<file path="config.mk">
export PLATFORM = sky130hd
export DESIGN_NAME = lsu
export DESIGN_NICKNAME = d
export VERILOG_FILES = /design/src/rtl/lsu_pkg.sv /design/src/rtl/lsu_align.sv /design/src/rtl/lsu.sv
export SDC_FILE = /design/constraint.sdc
export NUM_CORES = 1
export LEC_CHECK = 0
export ABC_AREA = 1
export BUFFER_PORTS_ARGS = -buffer_cell sky130_fd_sc_hd__buf_2
export CAP_MARGIN = 20
export CORE_MARGIN = 3
export CORE_UTILIZATION = 45
export DETAILED_ROUTE_END_ITERATION = 10
export GPL_TIMING_DRIVEN = 0
export PLACE_DENSITY_LB_ADDON = 0.25
export SYNTH_ARGS = -nofsm -noshare
export SYNTH_HDL_FRONTEND = slang
export SYNTH_SLANG_ARGS = --single-unit
</file>
<file path="constraint.sdc">
create_clock -name clk -period 1.6 [get_ports clk]
set_clock_uncertainty 0.1 [all_clocks]
set_input_delay 0.08 -clock clk [delete_from_list [all_inputs] [get_ports clk]]
set_output_delay 0.08 -clock clk [all_outputs]
set_load 0.02 [all_outputs]
</file>
<file path="src/rtl/lsu_pkg.sv">
// lsu_pkg: funct3 encodings, FSM state type and legality helpers shared by the load/store unit
package lsu_pkg;
   localparam logic [2:0] F3_B  = 3'b000;
   localparam logic [2:0] F3_H  = 3'b001;
   localparam logic [2:0] F3_W  = 3'b010;
   localparam logic [2:0] F3_BU = 3'b100;
   localparam logic [2:0] F3_HU = 3'b101;
   typedef enum logic [1:0] {IDLE, REQ, WAIT_R, RESP} state_t;
   function automatic logic is_misaligned(input logic [2:0] funct3, input logic [1:0] ofs);
      return ((funct3 == F3_H || funct3 == F3_HU) && ofs[0]) || (funct3 == F3_W && ofs != 2'b00);
   endfunction
   function automatic logic is_legal(input logic is_store, input logic [2:0] funct3);
      return is_store ? (funct3 == F3_B || funct3 == F3_H || funct3 == F3_W)
                      : (funct3 == F3_B || funct3 == F3_H || funct3 == F3_W || funct3 == F3_BU || funct3 == F3_HU);
   endfunction
endpackage

</file>
<file path="src/rtl/lsu_align.sv">
// lsu_align: store lane steering/strobes and load lane extraction with sign/zero extension
module lsu_align
   import lsu_pkg::*;
(
   input  logic [2:0]  funct3,
   input  logic [1:0]  ofs,
   input  logic [31:0] st_data,
   input  logic [31:0] ld_word,
   output logic [3:0]  st_strb,
   output logic [31:0] st_lanes,
   output logic [31:0] ld_data
);
   logic [7:0]  ld_byte;
   logic [15:0] ld_half;
   logic        sx;
   always_comb begin
      st_strb  = funct3 == F3_B ? 4'b0001 << ofs : funct3 == F3_H ? (ofs[1] ? 4'b1100 : 4'b0011) : 4'b1111;
      st_lanes = funct3 == F3_B ? {4{st_data[7:0]}} : funct3 == F3_H ? {2{st_data[15:0]}} : st_data;
      ld_byte  = ld_word[{ofs, 3'b000} +: 8];
      ld_half  = ofs[1] ? ld_word[31:16] : ld_word[15:0];
      sx       = funct3 == F3_B || funct3 == F3_H;
      ld_data  = (funct3 == F3_B || funct3 == F3_BU) ? {{24{sx & ld_byte[7]}}, ld_byte}
               : (funct3 == F3_H || funct3 == F3_HU) ? {{16{sx & ld_half[15]}}, ld_half}
               : ld_word;
   end
endmodule

</file>
<file path="src/rtl/lsu.sv">
// lsu: single-outstanding load/store unit between the ALU and a valid/ready data-memory bus
module lsu
   import lsu_pkg::*;
(
   input  logic        clk,
   input  logic        rst_n,
   input  logic        req_valid,
   output logic        req_ready,
   input  logic        req_is_store,
   input  logic [2:0]  req_funct3,
   input  logic [31:0] req_addr,
   input  logic [31:0] req_wdata,
   input  logic [4:0]  req_rd,
   output logic        mem_valid,
   input  logic        mem_ready,
   output logic [31:0] mem_addr,
   output logic        mem_we,
   output logic [3:0]  mem_wstrb,
   output logic [31:0] mem_wdata,
   input  logic        mem_rvalid,
   input  logic [31:0] mem_rdata,
   output logic        wb_valid,
   output logic [4:0]  wb_rd,
   output logic [31:0] wb_data,
   output logic        fault,
   output logic [31:0] fault_addr
);
   state_t      state, state_nx;
   logic [2:0]  f3_q;
   logic [1:0]  ofs_q;
   logic [4:0]  rd_q;
   logic        accept, bad;
   logic [3:0]  al_strb;
   logic [31:0] al_lanes, al_rdata;
   assign req_ready = state == IDLE;
   assign mem_valid = state == REQ;
   assign wb_valid  = state == RESP;
   assign accept    = req_valid && req_ready;
   assign bad       = !is_legal(req_is_store, req_funct3) || is_misaligned(req_funct3, req_addr[1:0]);
   // One aligner serves both directions: live request fields in IDLE, latched ones while a load is pending
   lsu_align u_align (
      .funct3   (req_ready ? req_funct3 : f3_q),
      .ofs      (req_ready ? req_addr[1:0] : ofs_q),
      .st_data  (req_wdata),
      .ld_word  (mem_rdata),
      .st_strb  (al_strb),
      .st_lanes (al_lanes),
      .ld_data  (al_rdata)
   );
   always_ff @(posedge clk) state <= !rst_n ? IDLE : state_nx;
   always_comb begin
      state_nx = state;
      state_nx = state == IDLE   ? (accept && !bad ? REQ : IDLE)
               : state == REQ    ? (mem_ready ? (mem_we ? IDLE : WAIT_R) : REQ)
               : state == WAIT_R ? (mem_rvalid ? RESP : WAIT_R)
               : IDLE;
   end
   always_ff @(posedge clk) begin
      if (!rst_n) begin
         mem_addr   <= '0;
         mem_we     <= 1'b0;
         mem_wstrb  <= '0;
         mem_wdata  <= '0;
         wb_rd      <= '0;
         wb_data    <= '0;
         fault      <= 1'b0;
         fault_addr <= '0;
         f3_q       <= '0;
         ofs_q      <= '0;
         rd_q       <= '0;
      end else begin
         fault <= accept && bad;
         if (accept && bad)
            fault_addr <= req_addr;
         if (accept && !bad) begin
            mem_addr  <= {req_addr[31:2], 2'b00};
            mem_we    <= req_is_store;
            mem_wstrb <= req_is_store ? al_strb : 4'b0000;
            mem_wdata <= req_is_store ? al_lanes : 32'h0;
            f3_q      <= req_funct3;
            ofs_q     <= req_addr[1:0];
            rd_q      <= req_rd;
         end
         if (state == WAIT_R && mem_rvalid) begin
            wb_rd   <= rd_q;
            wb_data <= al_rdata;
         end
      end
   end
endmodule
</file>
; ---- Yosys cells after proc, flatten, opt, wreduce, memory -nomap -nowiden
; Index checks and enable logic that the tools add are counted.
; Widths: inputs -> output; s select.
[totals]
register_bits = 149
latchBits = 0
mem_bits_rw = 0
romBits = 0
in_bits = 110
out_inout_bits = 142
wordCells = 68
mem_count = 0
[classes]
n_addsub = 0
mul = 0
n_div = 0
n_lt_le_gt_ge = 0
eq_ne = 10
shift = 2
n_mux = 20
bitwise = 2
n_reduce_logical = 22
[ops]
columns = cell, n
row1 = $mux 32, 5
row2 = $shiftx 32x6->8, 1
row3 = $mux 16, 1
row4 = $mux 4, 4
row5 = $eq 3x3->1 const B, 4
row6 = $mux 2, 6
row7 = $logic_or 1x1->1, 10
row8 = $eq 3x1->1 const B, 2
row9 = $logic_and 1x1->1, 6
row10 = $logic_not 3->1, 2
row11 = $eq 2x2->1 const B, 2
row12 = $shl 1x2->4 const A, 1
row13 = $eq 3x2->1 const B, 1
row14 = $mux 1, 3
row15 = $mux 3, 1
row16 = $and 1x1->1, 2
row17 = $eq 2x1->1 const B, 1
row18 = $logic_not 1->1, 2
row19 = $logic_not 2->1, 1
row20 = $reduce_bool 2->1, 1

; ---- Logic depth before layout (Yosys ltp)
[depth]
word_depth = 12
mapped_depth = 13
depth_no_buf = 12

; ---- By module
; A second synthesis with hierarchy kept.
[unflattened]
cells_unflattened = 1217
area_unflattened_um2 = 7656.1
[by_module_without_submodules]
columns = mod, instances, cells_each, area_per_inst_um2, seq_area_each_um2
row1 = lsu, 1, 837, 5979.5, 2982.9
row2 = lsu_align, 1, 380, 1676.6, 0.0

; ---- Worst setup path after synthesis
; No wires, ideal clock.
[synth_timing]
kind = reg2reg
startpoint = register state[1]
endpoint = register wb_data[12]
setup_time_ns = 0.109
arrival_time_ns = 1.610
required_ns = 1.391
path_slack_ns = -0.218
path_stages_with_launch = 13
n_path_buf = 2
period_less_slack_ns = 1.818
cell_sequence = dfxtp_1 -> nor2_4 -> nand2_1 -> nand2_1 -> buf_6 -> nand2_1 -> buf_2 -> nor2_4 -> nand2_1 -> nand3_1 -> nand3_1 -> nand2_1 -> inv_1
[synth_between]
elab_chain_cells = 6
word_cells_on_any_way = 17
classes_between = 4 x eq/ne / 1 x shift / 5 x mux / 1 x bitwise / 6 x reduce/logical
[synth_rtl]
columns = element, line_no
row1 = start: declaration, lsu.sv:28  ; state_t state, state_nx;
row2 = start signal: assignment, lsu.sv:50  ; always_ff @(posedge clk) state <= !rst_n ? IDLE : state_nx;
row3 = $logic_not 2->1 *, lsu.sv:35  ; assign req_ready = state == IDLE;
row4 = net req_ready, lsu.sv:8  ; output logic req_ready,
row5 = "parallel branches: the longest is 4 deep, another holds $shiftx 32x6->8", -
row6 = $mux 32 *, lsu_align.sv:22  ; ld_data = (funct3 == F3_B || funct3 == F3_BU) ? {{24{sx & ld_byte[7]}}, ld_byte}
row7 = end signal: assignment, lsu.sv:86  ; wb_data <= al_rdata;
row8 = end: declaration, lsu.sv:24  ; output logic [31:0] wb_data,
; Mark *: on every way through the listed nets, which the timed path passes.
; A chain may end at the register's enable or synchronous reset.

; ---- Worst setup path after layout
[layout_timing]
startpoint = register state[1]
endpoint = register wb_data[12]
[layout_between]
elab_chain_cells = 6
word_cells_on_any_way = 17
classes_between = 4 x eq/ne / 1 x shift / 5 x mux / 1 x bitwise / 6 x reduce/logical
[layout_rtl]
columns = element
row1 = "parallel branches: the longest is 6 deep, another holds $shiftx 32x6->8"
; Several ways; the timed one is not identified.

==> summary.md <==
| Metric | Value |
|---|---|
| Root Driver | clkbuf_16 |
| Failing checks | setup timing |
| Num CTS Buffers | 17 |
| Vias in the first global route | approximately 8100 |
| Clock sink count | 149 |
| Crit-path max cell delay | 0.43 ns |
| Fin nets | 1550 |
| Vias/cell | 5.34 |
| Die area | 16900 µm² |
| DP Worst Slack | -0.485 ns |
| Final Setup Violations | 115 |
| DR vias | ~8800 |
| Most frequent cells in the layout | nand2_1, buf_2, dfxtp_1 |
| GRT Residual Overflow | 0 |
| Slew margin rel. | 0.483 |
| Pre-Repair DR Iteration Count | 5 |
| CTS tree | done |
| Leak pwr | 5.68 nW |
| Core area | approximately 15000 µm² |
| Total GRT Usage | 0.295 |
| Mapped Area | 6920 µm² |
| Clock Latency Late Sink | around 0.42 ns |
| Synth warn | 0 |
| Largest net degree at the start of global routing | 17 |
| Hold crit path type | input port to register |
| Netlist cell types | 25 |
| RSZ-0062 raised after global routing | true |
| Crit path required time | 1.82 ns |
| Clock Pin Slew Worst Setup and Hold Paths | 0.07 ns |
| CTS Buffer Depth | 2 |
| #FFs+latches synth | 149 |
| Routability cong. | 0.938 |
| Layout cells sized above 1 | 0.396 |
| Post-DP HPWL | 16800 µm |
| Routed length per instance | 17.0 µm |
| Buffers on Ports | about 250 |
| Final Cell Area | around 11000 µm² |
| Initial antenna violation count | 3 |
| Crit path kind | register to register |
| Arrival @ worst endpoint | 2.04 ns |
| Period utilization | 1.14 |
| Chip width | 130 µm |
| Power Total | 0.0106 W |
| Worst vdd ir | 0.000704 V |
| Crit-path slowest cell | dfxtp_4 |
| First-pass GRT wire length | between 30000 and 40000 µm |
| Worst hold stages | 7 |
| P&R area growth vs syn | 64.5% |
| Ports | 252 |
| Placement Cell Area | 8450 µm² |
| Fin util | 0.769 |
| Fmax | between 500 and 600 MHz |
| Post-DRT Antenna Nets | 0 |
| Final wirelength | ~28000 µm |
| Synthesized area per cell | 6.57 µm² |
| Crit-path max FO | 8 |
| Rows | 44 |
| Leading cell type in the layout, fill and taps excluded | nand2_1 |
| Pwr dens | 931 nW/µm² |
| Remaining DRCs | 0 |
| Share of the yosys chip area belonging to registers | 0.431 |
| Max-slew violation count | 0 |
| Tightest hold margin | between 0.01 and 0.015 ns |
| Post-Syn Instances | 1053 |
| Final worst slack | -0.219 ns |
| # H-tree levels | 4 |
| Fin. Hold Viols | 0 |
| Tmin final | roughly 1.8 ns |
| R2R depth | 13 |
| CP endpoint kind | register |
| First DRT Iteration DRCs | around 900 |
| CP most frequent cell | nand2_4 |
| Outcome | complete, but fails checks |
| Max_cap viols | 0 |
| Starting density of the core | 0.467 |
| Crit path cell chain | inv_6 -> nand2_8 -> nand2_4 -> nand2_4 -> buf_8 -> nand2_4 -> buf_8 -> nor2_4 -> nand2_1 -> nand3_2 -> nand3_1 -> nand2_1 -> inv_1 |
| CP Launch Type | register |
| Die H | 130 µm |
| Worst slew pin tran | 0.775 ns |
-- state kept, by name (all words and copies together) (netlist names) --
register,flops
ofs_q,2
fault_addr,32
wb_data,32
fault,1
state,2
mem_wdata,32
rd_q,5
mem_addr,30
f3_q,3
mem_wstrb,4
mem_we,1
wb_rd,5
-- per-stage QoR --
stage	TNS [ns]	instances
2_1_floorplan	-4.12	1054
3_3_place_gp	-40.20	1486
3_5_place_dp	-43.10	1486
4_1_cts	-2.82	1616
5_1_grt	-19.42	1639
6_report	-11.77	1639
-- where the power goes --
group / switching (W) / internal [W]
combinational: 0.00164 / 0.00112
sequential: 0.000120 / 0.00391
clock: 0.00167 / 0.00214
total: 0.00343 / 0.00717
-- timing repair --
item,4_1_cts,5_1_grt
setup endpoints to repair,145,143
buffers inserted,23,17
hold buffers,74,0
pin swaps,38,68
cloned,4,6
endpoints found under the hold margin,112,0
gates resized for setup,152,264
-- worst max-delay path: cells and delay by family, from the launching register on --
| kind | cells | cell delay (ns) |
|---|---|---|
| flip-flops | 1 | 0.43 |
| AND/OR/NAND/NOR | 9 | 0.84 |
| buffers and inverters | 4 | 0.35 |
-- Yosys cell counts --
master	number	share of area
o22ai_1	1	0.00090
nand3_4	2	0.0051
nand3_2	2	0.0029
nor2_4	3	0.0049
dfxtp_1	149	0.43
inv_2	6	0.0033
buf_4	3	0.0033
nand2_2	1	0.00090
clkinv_1	1	0.00054
o21a_1	32	0.035
buf_1	2	0.0011
inv_1	120	0.065
clkbuf_1	40	0.022
buf_6	2	0.0033
nand4_1	1	0.00090
conb_1	1	0.00054
o21ai_0	84	0.061
buf_2	17	0.012
nor2_2	2	0.0018
nand3_1	68	0.049
a31oi_1	2	0.0018
o21ai_1	5	0.0036
a21oi_1	80	0.058
nand2_1	320	0.17
nor2_1	109	0.059
-- cell type report --
class                           count  area [µm²]
Inverter                          127         509
Fill cell                         987        3430
Multi-Input combinational cell    715        4000
Antenna cell                        2        5.00
Sequential cell                   149        2990
Clock buffer                       21         470
Buffer                             60         542
Tap cell                          184         230
Clock inverter                     11        92.6
Timing Repair Buffer              370        2550
-- worst paths after layout --
check	end	from	slack (ns)
worst min register to register	fault_addr[0]	fault_addr[0]	0.34
worst min-delay path	wb_data[9]	mem_rdata[25]	0.01
worst max register to register	wb_data[12]	state[1]	-0.22
worst max-delay path	wb_data[12]	state[1]	-0.22
-- metal layers --
layer / up-vias / routed length, µm / global-route usage
met1: 4024 / 10600 / 0.367
met2: 521 / 13400 / 0.474
li1: 4081 / - / -
met4: 2 / 1300 / 0.139
met3: 123 / 2590 / 0.0819
met5: - / 7 / 0
-- cell families (layout without fill, tap and decap cells) --
kind of cell	Yosys count	after routing	synth area share
buffers and inverters	191	589	0.110
and+or+nand+nor	508	509	0.298
other	1	4	0.000542
DFF	149	149	0.431
AOI/OAI and AO/OA	204	204	0.160
No activity file was read; power rests on OpenSTA's default activity.
